$ cat src/rtl/fb_port_arbiter.sv
// Frame-buffer arbiter for the 64x64 panel: display reads own the RAM port whenever
// they ask; pixel read-modify-writes and full-screen clears use the remaining cycles.
module fb_port_arbiter #(
  parameter bit CLR_ON_RESET = 1'b0,
  parameter int DISP_ADDR_W  = 11
) (
  input  logic                   clk,
  input  logic                   rst,
  input  logic                   disp_req,
  input  logic [DISP_ADDR_W-1:0] disp_addr,
  output logic [23:0]            disp_rdata,
  output logic                   disp_valid,
  input  logic                   pix_req,
  input  logic [5:0]             pix_x,
  input  logic [5:0]             pix_y,
  input  logic [11:0]            pix_color,
  output logic                   pix_ack,
  output logic                   pix_busy,
  input  logic                   clr_req,
  input  logic [11:0]            clr_color,
  output logic                   clr_busy,
  output logic                   clr_done,
  output logic [DISP_ADDR_W-1:0] mem_addr,
  output logic                   mem_we,
  output logic [23:0]            mem_wdata,
  input  logic [23:0]            mem_rdata
);

  typedef enum logic [2:0] {
    S_IDLE  = 3'd0,
    S_P_RD  = 3'd1,
    S_P_CAP = 3'd2,
    S_P_WR  = 3'd3,
    S_CLR   = 3'd4
  } state_t;

  localparam logic [DISP_ADDR_W-1:0] ADDR_ONE  = {{(DISP_ADDR_W-1){1'b0}}, 1'b1};
  localparam logic [DISP_ADDR_W-1:0] ADDR_LAST = {DISP_ADDR_W{1'b1}};

  // Plane i of a word is {upper RGB, lower RGB}; overwrite one slice with colour bit i.
  function automatic logic [23:0] merge_pixel(input logic [23:0] word,
                                              input logic        lower,
                                              input logic [11:0] color);
    logic [23:0] res;
    res = word;
    for (int i = 0; i < 4; i++) begin
      if (lower) begin
        res[6*i +: 3] = {color[8+i], color[4+i], color[i]};
      end else begin
        res[6*i+3 +: 3] = {color[8+i], color[4+i], color[i]};
      end
    end
    return res;
  endfunction

  function automatic logic [23:0] fill_word(input logic [11:0] color);
    logic [23:0] res;
    res = 24'd0;
    for (int i = 0; i < 4; i++) begin
      res[6*i +: 6] = {2{color[8+i], color[4+i], color[i]}};
    end
    return res;
  endfunction

  state_t                   state_q, state_d;
  logic [5:0]               x_q, x_d;
  logic [5:0]               y_q, y_d;
  logic [11:0]              color_q, color_d;
  logic [11:0]              clr_color_q, clr_color_d;
  logic [DISP_ADDR_W-1:0]   cnt_q, cnt_d;
  logic [23:0]              wdata_q, wdata_d;
  logic                     disp_valid_q, disp_valid_d;

  logic [DISP_ADDR_W-1:0]   fsm_addr_s;
  logic                     fsm_we_s;
  logic [23:0]              fsm_wdata_s;
  logic                     ack_s;
  logic                     done_s;
  logic                     port_free_s;

  assign port_free_s = ~disp_req;

  // Next-state and port request of the pixel/clear engine.
  always_comb begin
    state_d      = state_q;
    x_d          = x_q;
    y_d          = y_q;
    color_d      = color_q;
    clr_color_d  = clr_color_q;
    cnt_d        = cnt_q;
    wdata_d      = wdata_q;
    disp_valid_d = disp_req;
    fsm_addr_s   = {y_q[4:0], x_q};
    fsm_we_s     = 1'b0;
    fsm_wdata_s  = wdata_q;
    ack_s        = 1'b0;
    done_s       = 1'b0;
    case (state_q)
      S_IDLE: begin
        if (clr_req) begin
          clr_color_d = clr_color;
          cnt_d       = {DISP_ADDR_W{1'b0}};
          state_d     = S_CLR;
        end else if (pix_req) begin
          x_d     = pix_x;
          y_d     = pix_y;
          color_d = pix_color;
          state_d = S_P_RD;
        end else begin
          state_d = S_IDLE;
        end
      end
      S_P_RD: begin
        if (port_free_s) begin
          state_d = S_P_CAP;
        end else begin
          state_d = S_P_RD;
        end
      end
      S_P_CAP: begin
        // The paint read was issued last cycle and nothing can have displaced it.
        wdata_d = merge_pixel(mem_rdata, y_q[5], color_q);
        state_d = S_P_WR;
      end
      S_P_WR: begin
        if (port_free_s) begin
          fsm_we_s = 1'b1;
          ack_s    = 1'b1;
          state_d  = S_IDLE;
        end else begin
          state_d = S_P_WR;
        end
      end
      S_CLR: begin
        fsm_addr_s  = cnt_q;
        fsm_wdata_s = fill_word(clr_color_q);
        if (port_free_s) begin
          fsm_we_s = 1'b1;
          cnt_d    = cnt_q + ADDR_ONE;
          if (cnt_q == ADDR_LAST) begin
            done_s  = 1'b1;
            state_d = S_IDLE;
          end else begin
            state_d = S_CLR;
          end
        end else begin
          state_d = S_CLR;
        end
      end
      default: begin
        state_d = S_IDLE;
      end
    endcase
  end

  // State and latched-request registers.
  always_ff @(posedge clk) begin
    if (rst) begin
      state_q      <= CLR_ON_RESET ? S_CLR : S_IDLE;
      x_q          <= 6'd0;
      y_q          <= 6'd0;
      color_q      <= 12'd0;
      clr_color_q  <= 12'd0;
      cnt_q        <= {DISP_ADDR_W{1'b0}};
      wdata_q      <= 24'd0;
      disp_valid_q <= 1'b0;
    end else begin
      state_q      <= state_d;
      x_q          <= x_d;
      y_q          <= y_d;
      color_q      <= color_d;
      clr_color_q  <= clr_color_d;
      cnt_q        <= cnt_d;
      wdata_q      <= wdata_d;
      disp_valid_q <= disp_valid_d;
    end
  end

  // Port mux: display wins outright; everything is held low while rst is asserted.
  always_comb begin
    mem_addr  = {DISP_ADDR_W{1'b0}};
    mem_we    = 1'b0;
    mem_wdata = 24'd0;
    pix_ack   = 1'b0;
    clr_done  = 1'b0;
    pix_busy  = 1'b0;
    clr_busy  = 1'b0;
    if (rst) begin
      mem_addr = {DISP_ADDR_W{1'b0}};
    end else if (disp_req) begin
      mem_addr = disp_addr;
      pix_busy = (state_q != S_IDLE) && (state_q != S_CLR);
      clr_busy = (state_q == S_CLR);
    end else begin
      mem_addr  = fsm_addr_s;
      mem_we    = fsm_we_s;
      mem_wdata = fsm_we_s ? fsm_wdata_s : 24'd0;
      pix_ack   = ack_s;
      clr_done  = done_s;
      pix_busy  = (state_q != S_IDLE) && (state_q != S_CLR);
      clr_busy  = (state_q == S_CLR);
    end
  end

  assign disp_rdata = mem_rdata;
  assign disp_valid = disp_valid_q;

endmodule

$ cat config.mk
export PLATFORM = sky130hd
export DESIGN_NAME = fb_port_arbiter
export DESIGN_NICKNAME = d
export VERILOG_FILES = /design/src/rtl/fb_port_arbiter.sv
export SDC_FILE = /design/constraint.sdc
export NUM_CORES = 1
export LEC_CHECK = 0
export BUFFER_PORTS_ARGS = -buffer_cell sky130_fd_sc_hd__buf_2
export CAP_MARGIN = 20
export CORE_ASPECT_RATIO = 1.25
export CORE_MARGIN = 1.5
export CORE_UTILIZATION = 45
export CTS_CLUSTER_SIZE = 25
export DETAILED_ROUTE_END_ITERATION = 10
export PLACE_DENSITY = 0.81
export SLEW_MARGIN = 40
export SYNTH_ARGS = -nofsm -noshare
export SYNTH_HDL_FRONTEND = slang
export SYNTH_SLANG_ARGS = --single-unit
$ cat constraint.sdc
create_clock -name clk -period 2 [get_ports clk]
set_clock_uncertainty 0.2 [all_clocks]
set_input_delay 0.4 -clock clk [delete_from_list [all_inputs] [get_ports clk]]
set_output_delay 0.4 -clock clk [all_outputs]
set_load 0.01 [all_outputs]
* Word level (Yosys, flattened, before mapping) *
Index checks and enable logic that the tools add are counted.

storage, ports and cells
  word-level logic and storage cells = 64
  output and inout bits = 65
  bits of input ports = 76
  register bits after elaboration = 75

operators by class
  eq/ne operators = 8
  bitwise logic cells = 1
  add/subtract/negate cells = 1
  reductions and logical operators = 8
  muxes and demuxes = 38

operators with widths
  cell                                                              number
  24-bit two-way mux                                                4
  11-bit two-way mux                                                5
  3-bit two-way mux                                                 11
  11-bit case mux with 2 select lines                               1
  3-bit case mux with 5 select lines                                1
  1-bit two-way mux                                                 14
  11-bit by 1-bit adder with 11-bit output (second input constant)  1
  11-bit == test (second input constant)                            1
  3-bit by 2-bit == test with 1-bit output (second input constant)  2
  3-bit AND reduction                                               2
  2-bit two-way mux                                                 2
  2-bit inequality test (second input constant)                     2
  3-bit by 1-bit == test with 1-bit output (second input constant)  1
  3-bit == test (second input constant)                             1
  3-bit logical NOT                                                 1
  3-bit inequality test (second input constant)                     1
  3-bit nonzero test                                                1
  2-bit AND reduction                                               1
  2-bit nonzero test                                                1
  2-bit OR reduction                                                1
  1-bit logical AND                                                 1
  1-bit NOT                                                         1

* Logic depth before layout (Yosys ltp) *
Gate-level depths: netlist of the first run.

  depth in word-level cells = 6
  mapped depth = 7
  gate-level depth less buffers = 5

* Worst setup path after synthesis of the first run *
No wires, ideal clock.

  path type = reg-to-output
  start = register state_q[1]
  end = output clr_done
  cell stages (with the launch flop) = 6
  path buffers = 3
  data required time = 1.400 ns
  slack = -0.101 ns
  data arrival time = 1.501 ns
  cell sequence = dfxtp_1 -> buf_6 -> or3b_1 -> clkbuf_1 -> buf_2 -> nor4_1

on the way
  cells in the longest elaborated chain, start to end = 4

RTL lines
  item                    RTL line  source
  start, declared         65        state_t state_q, state_d;
  start signal, assigned  159       state_q <= CLR_ON_RESET ? S_CLR : S_IDLE;
  start signal, assigned  168       state_q <= state_d;
  3-bit == test           98        case (state_q)
  1-bit two-way mux       98
  1-bit two-way mux       190       end else if (disp_req) begin
  1-bit two-way mux       188       if (rst) begin
  end, declared           22        output logic clr_done,

No other way between the ends.

* Worst setup path in the final report of the first run *
  start = register state_q[0]
  end = output mem_addr[1]

on the way
  cells in the longest elaborated chain, start to end = 4

RTL lines
  item                RTL line  source
  3-bit == test       98
  11-bit two-way mux  98
  11-bit two-way mux  190
  11-bit two-way mux  188
  end, declared       23        output logic [DISP_ADDR_W-1:0] mem_addr,

No other way between the ends.

==> metrics.yaml, run 1 <==
die_h_um: 106
start_util_pct: 46.3
hold_viol: 0
final_cells: 742
cp-start-kind: "register"
finalCoreUtilization_pct: 60.1
synth-compound-area-share_pct: 19.9
synth_adder_area_share_pct: 0.328
crit_type: "reg -> out"
relSlewSlack_pct: 67.0
synth_top_family_by_area: "simple AND/OR/NAND/NOR gates"
post-place-ws_ns: -0.0546
syn_area_per_cell_sq_um: 7.41
grt.total_usage_pct: 22.7
grt_max_degree: 49
pwr-share-clk_pct: 34.0
yosys-top-cells-area: "dfxtp_1 (39%), nand2_1 (15%), a21oi_1 (11%)"
fin_ws_ns: -0.306
yosysUniqueCellTypes: 36
synthCells: 515
num_rows: 37
grt_pass1_wl_um: 16300
crit_chain: "nor3b_4, buf_4, buf_6, nand2_1, a21o_1, a21oi_1, buf_2"
total_power_mw: 3.52
ant_nets: 0
max_cap_violations: 0
critPathBufInv: 3
ys_warn_count: 0
synth_top_area_cell: "dfxtp_1"
wl_um: 10700
io_buffer_count: 140
die_width_um: 85.4
p_comb_share_pct: 19.9
finalCritPeriodShare_pct: 115
grt_pass1_vias: 3538
crit_fanout: 5
finalSetupViolCount: 39
vias: 3996
netlist_area_sq_um: 3810
remaining_drc_errors: 2
nets: 715
violations: "DRC, setup timing"
fmax_ghz: 0.434
critPathTopFamily: "buffers and inverters"
placed_cells_incl_taps: 714
viasPerCell: 5.39
synthToLayoutAreaGrowth_pct: 29.8
post-dp-hpwl_um: 7580
tritoncts: "built"
numCtsBuffers: 9
min_period_ns: 2.31
pin_count: 141
internal-power_mw: 2.46
synth_mux_area_share_pct: 6.30
cts_max_path_buffers: 2
first_iter_violations: 275
synth-simple-area-share_pct: 23.8
cts-htree-levels: 3
coreArea_sq_um: 8240
drt-pass1-iter-count: 10
clock_latency_ns: 0.36
switchingPower_mw: 1.05
cts_root_buffer: "clkbuf_8"
synth_xor_area_share_pct: 0.689
grt_antenna_before_repair: 2
ys_ff_latch: 75
n_fill_cell: 748
ys_seq_area_share_pct: 39.4
synthesis.nets: 592
tightest_slew_ns: 0.483
leakage_nw: 1.96
die_area_sq_um: 9040
grt-ovfl-total: 0
netlist.area_leader.share_pct: 39.4
p_seq_share_pct: 46.1
cts_sinks: 75
swShare_pct: 30.0
hold_path.class: "in -> reg"
critPathCaptureType: "primary output"
slowest_stage: "dfxtp_4"
synth_ff_type: "dfxtp_1"
synth_edf_count: 0
status: "finished, violations left"
gp_congestion: 0.866
finalMaxSlewViolations: 0
drive_above_1_share_pct: 34.8
required_ns: 1.40
async_flop_share_pct: 0
timing.critical_path.slowest_cell_delay_ns: 0.37
rsz0062_at_grt: "true"
wl_per_cell_um: 14.4
worstPathArrival_ns: 1.71
clk_pin_slew_ns: 0.08
hold_slack_ns: 0.0669
ir_worst_vdd_mv: 0.459
power_density_nw_per_um2: 710
## per-stage QoR
stage               cell area, sq um  setup TNS, ns
floorplan                       3830       -0.00570
global placement                4550              0
detailed placement              4550         -0.211
CTS                             4780         -10.09
global route                    4950         -12.79
finish                          4950         -10.16
## routing by layer
metal	wire [um]	global-route usage [%]	up-vias
li1	-	-	1978
met1	4460	29.0	1827
met2	5300	36.8	169
met3	647	4.19	22
met4	289	10.9	0
met5	0	0	-
## final cells by class
type,instances,area (sq um),share of cell area (%)
Tap cell,97,121,2.45
Multi-Input combinational cell,373,2070,41.8
Clock buffer,9,124,2.50
Timing Repair Buffer,176,1040,21.0
Inverter,3,11.3,0.227
Antenna cell,2,5.00,0.101
Sequential cell,75,1510,30.5
Clock inverter,7,76.3,1.54
## final timing paths
check                         from                 endpoint  slack, ns  cells after the start
max          state_q[0]$_SDFF_PP0_              mem_addr[1]      -0.31                      7
min                   pix_color[3]  color_q[3]$_SDFFE_PP0P_       0.07                      3
max reg2reg  state_q[0]$_SDFF_PP0_    cnt_q[9]$_SDFFE_PP0P_       0.03                      6
min reg2reg    x_q[4]$_SDFFE_PP0P_      x_q[4]$_SDFFE_PP0P_       0.26                      2
## flip-flops by register name, indices dropped and copies added, names as in the netlist
name and count:
y_q 6, wdata_q 24, clr_color_q 12, cnt_q 11, x_q 6, state_q 3
color_q 12, disp_valid 1
## logic make-up (layout without fill, tap and decap cells)
group	Yosys count	after routing
AO/OA/AOI/OAI	129	130
XOR/XNOR	3	3
adder cells (fa/ha/maj)	1	1
buffers and inverters	68	195
flip-flops	75	75
multiplexers	24	24
other	0	2
AND/OR/NAND/NOR	215	215
## placed cells by master (no fill, tap or decap), types with 4 or more instances in the layout
cell	synthesis	routed
a21oi_1	81	72
nand3_1	4	4
nand2_2	0	6
nand2_1	149	143
a211oi_1	25	25
dfxtp_1	75	72
buf_6	1	5
buf_4	24	26
or4_1	6	4
o31ai_1	5	5
buf_12	0	4
a21o_1	12	11
mux2i_1	24	24
nor2_1	31	30
a21oi_2	0	9
clkbuf_8	0	9
buf_2	12	141
## power groups by stage
| stage | clock network (mW) | registers (mW) | logic (mW) |
|---|---|---|---|
| 2_1_floorplan | 0 | 1.64 | 0.417 |
| 3_3_place_gp | 0 | 1.65 | 0.604 |
| 3_5_place_dp | 0 | 1.65 | 0.622 |
| 4_1_cts | 1.22 | 1.62 | 0.635 |
| 5_1_grt | 1.30 | 1.63 | 0.765 |
| 6_report | 1.19 | 1.62 | 0.701 |
## synth_stat cells, types with 3 or more instances
cell type / instances
clkbuf_1: 25
o21ai_0: 3
nor2_1: 31
a211oi_1: 25
inv_1: 3
buf_1: 3
o31ai_1: 5
buf_4: 24
buf_2: 12
dfxtp_1: 75
a21oi_1: 81
or4_1: 6
a21o_1: 12
mux2i_1: 24
nand2b_1: 3
nand2_1: 149
nand3_1: 4
nor3_1: 4
xnor2_1: 3
## worst register-to-register path: stages (launching register included)
cell and delay (ns):
dfxtp_4 0.37, buf_4 0.14, buf_6 0.11, or2_4 0.26, a21o_4 0.22, or4_4 0.48
a21oi_2 0.14
## what timing repair did
| item | 4_1_cts | 5_1_grt |
|---|---|---|
| pin swaps | 0 | 13 |
| endpoints found under the setup margin | 44 | 44 |
| setup buffers | 0 | 7 |
| gates resized for setup | 7 | 29 |
| hold buffers | 0 | 0 |
| gates cloned | 0 | 3 |
(Power assumes the default switching activity.)
==> inputs of run 2 (changes only) <==
--- a/config.mk
+++ b/config.mk
@@ -12,6 +12,7 @@
 export CORE_UTILIZATION = 45
 export CTS_CLUSTER_SIZE = 25
 export DETAILED_ROUTE_END_ITERATION = 10
+export MAX_ROUTING_LAYER = met4
 export PLACE_DENSITY = 0.81
 export SLEW_MARGIN = 40
 export SYNTH_ARGS = -nofsm -noshare
==> metrics.yaml, run 2 (synthesis results as in run 1) <==
grt_antenna_before_repair: 1  # -1
finalSetupTns_ns: -9.21  # +0.956 ns
hold_path.class: "in -> reg"
wl_um: 11000  # +2.6%
start_util_pct: 46.3  # unchanged
viasPerCell: 5.40  # +0.29%
vias: 3986  # -0.25%
final_cell_mix: "nand2_1 (144), buf_2 (140), a21oi_1 (73)"
remaining_drc_errors: 1  # -1
final_cells: 738  # -0.54%
rsz0062_at_grt: "true"
drt-pass1-iter-count: 10  # unchanged
relSlewSlack_pct: 69.1  # +2.1 points
grt-ovfl-total: 0  # unchanged
ir_worst_vdd_mv: 0.348  # -24%
violations: "DRC, setup timing"
cts_sinks: 75  # unchanged
tightest_slew_ns: 0.463  # -0.0197 ns
layout_commonest_cell: "nand2_1"
min_period_ns: 2.31  # +0.00473 ns
cts_root_buffer: "clkbuf_8"
cts-htree-levels: 3  # unchanged
leakage_nw: 1.94  # -0.70%
coreArea_sq_um: 8240  # unchanged
fin_ws_ns: -0.310  # -0.00473 ns
status: "finished, violations left"
pin_count: 141  # unchanged
die_width_um: 85.4  # unchanged
ant_nets: 0  # unchanged
drive_above_1_share_pct: 34.5  # -0.31 points
max_cap_violations: 0  # unchanged
clk_pin_slew_ns: 0.08  # about the same
placed_cells_incl_taps: 716  # +0.28%
post-place-ws_ns: 0.0256  # +0.0802 ns
top_regs: "wdata_q: 24 flops, clr_color_q: 12 flops, color_q: 12 flops"
n_fill_cell: 731  # -2.3%
grt_pass1_wl_um: 16900  # +3.8%
total_power_mw: 3.48  # -0.99%
largest_register_ff_count: 24  # unchanged
top_register: "wdata_q"
nets: 712  # -0.42%
die_area_sq_um: 9040  # unchanged
finalCoreUtilization_pct: 60.0  # -0.11 points
wl_per_cell_um: 14.9  # +3.2%
finalCritPeriodShare_pct: 116  # +0.24 points
first_iter_violations: 327  # +19%
reg2reg_depth: 6  # unchanged
grt.total_usage_pct: 23.9  # +1.2 points
gp_congestion: 0.855  # -1.3%
numCtsBuffers: 9  # unchanged
finalSetupViolCount: 39  # unchanged
finalMaxSlewViolations: 0  # unchanged
grt_pass1_vias: 3597  # +1.7%
required_ns: 1.40  # about the same
post-dp-hpwl_um: 7780  # +2.7%
worstPathArrival_ns: 1.71  # about the same
synthToLayoutAreaGrowth_pct: 29.6
critPathCaptureType: "primary output"
cts_max_path_buffers: 2  # unchanged
power_density_nw_per_um2: 704  # -0.82%
holdPathStages: 3  # unchanged
crit_fanout: 7  # +2
crit_type: "reg -> out"
num_rows: 37  # unchanged
clock_latency_ns: 0.34  # -0.02 ns
hold_viol: 0  # unchanged
grt_max_degree: 49  # unchanged
io_buffer_count: 140  # unchanged
tritoncts: "built"
cp-start-kind: "register"
fmax_ghz: 0.433  # -0.20%
die_h_um: 106  # unchanged
## run 2: changes by cell type in the layout (fill, tap and decap cells not counted), moves of 2 or more
| cell | delta |
|---|---|
| buf_6 | -3 |
| dfxtp_1 | -3 |
| dfxtp_2 | +4 |
| nand2_2 | -2 |
| or4_1 | +2 |
| or4_4 | -2 |
## run 2: layer usage
layer / global-route usage [%] / vias up / share of wire (%)
li1: - / 1960 / -
met1: 30.3 / 1820 / 43
met2: 37.6 / 175 / 49
met3: 2.87 / 31 / 5.5
met4: 12.2 / 0 / 2.9
met5: - / - / 0
## run 2: final timing paths
kind                                start                      endpoint  slack [ns]
max                 state_q[1]$_SDFF_PP0_                   mem_addr[6]       -0.31
min                          pix_color[0]       color_q[0]$_SDFFE_PP0P_        0.08
min reg2reg  clr_color_q[11]$_SDFFE_PP0P_  clr_color_q[11]$_SDFFE_PP0P_        0.27
max reg2reg         state_q[1]$_SDFF_PP0_        cnt_q[10]$_SDFFE_PP0P_       -0.15
## run 2: critical path: stages, from the launching register on
cell	delay, ns
dfxtp_2	0.34
or3b_4	0.45
buf_8	0.16
nand2_2	0.06
a21o_1	0.13
a21oi_1	0.08
buf_2	0.15
## run 2: final cells by class
class / instances / area [sq um] / share of cell area [%]
multi-input combinational: 372 / 2070 / 41.8
sequential: 75 / 1510 / 30.5
timing repair buffer: 174 / 1040 / 21.0
clock buffer: 10 / 128 / 2.58
tap: 97 / 121 / 2.46
clock inverter: 6 / 65.1 / 1.32
inverter: 3 / 11.3 / 0.228
antenna: 1 / 2.50 / 0.0506
## run 2: timing repair
action | in CTS | in global routing
pin swaps | 3 | 13
cloned | 0 | 1
hold buffers | 0 | 0
setup buffers | 2 | 2
endpoints found under the hold margin | 0 | 0
gates resized for setup | 15 | 21
endpoints found under the setup margin | 39 | 47
## run 2: where the power goes
group	internal, mW	total (mW)	switching, mW
clock network	0.579	1.17	0.586
logic	0.301	0.692	0.391
registers	1.57	1.62	0.0508
total	2.45	3.48	1.03
## run 2: metrics by stage
step,hold WS [ns],cell area (sq um)
after floorplan,0.237,3830
after global placement,0.245,4570
after detailed placement,0.247,4570
after CTS,0.0702,4830
after global routing,0.0851,4940
final,0.0827,4940
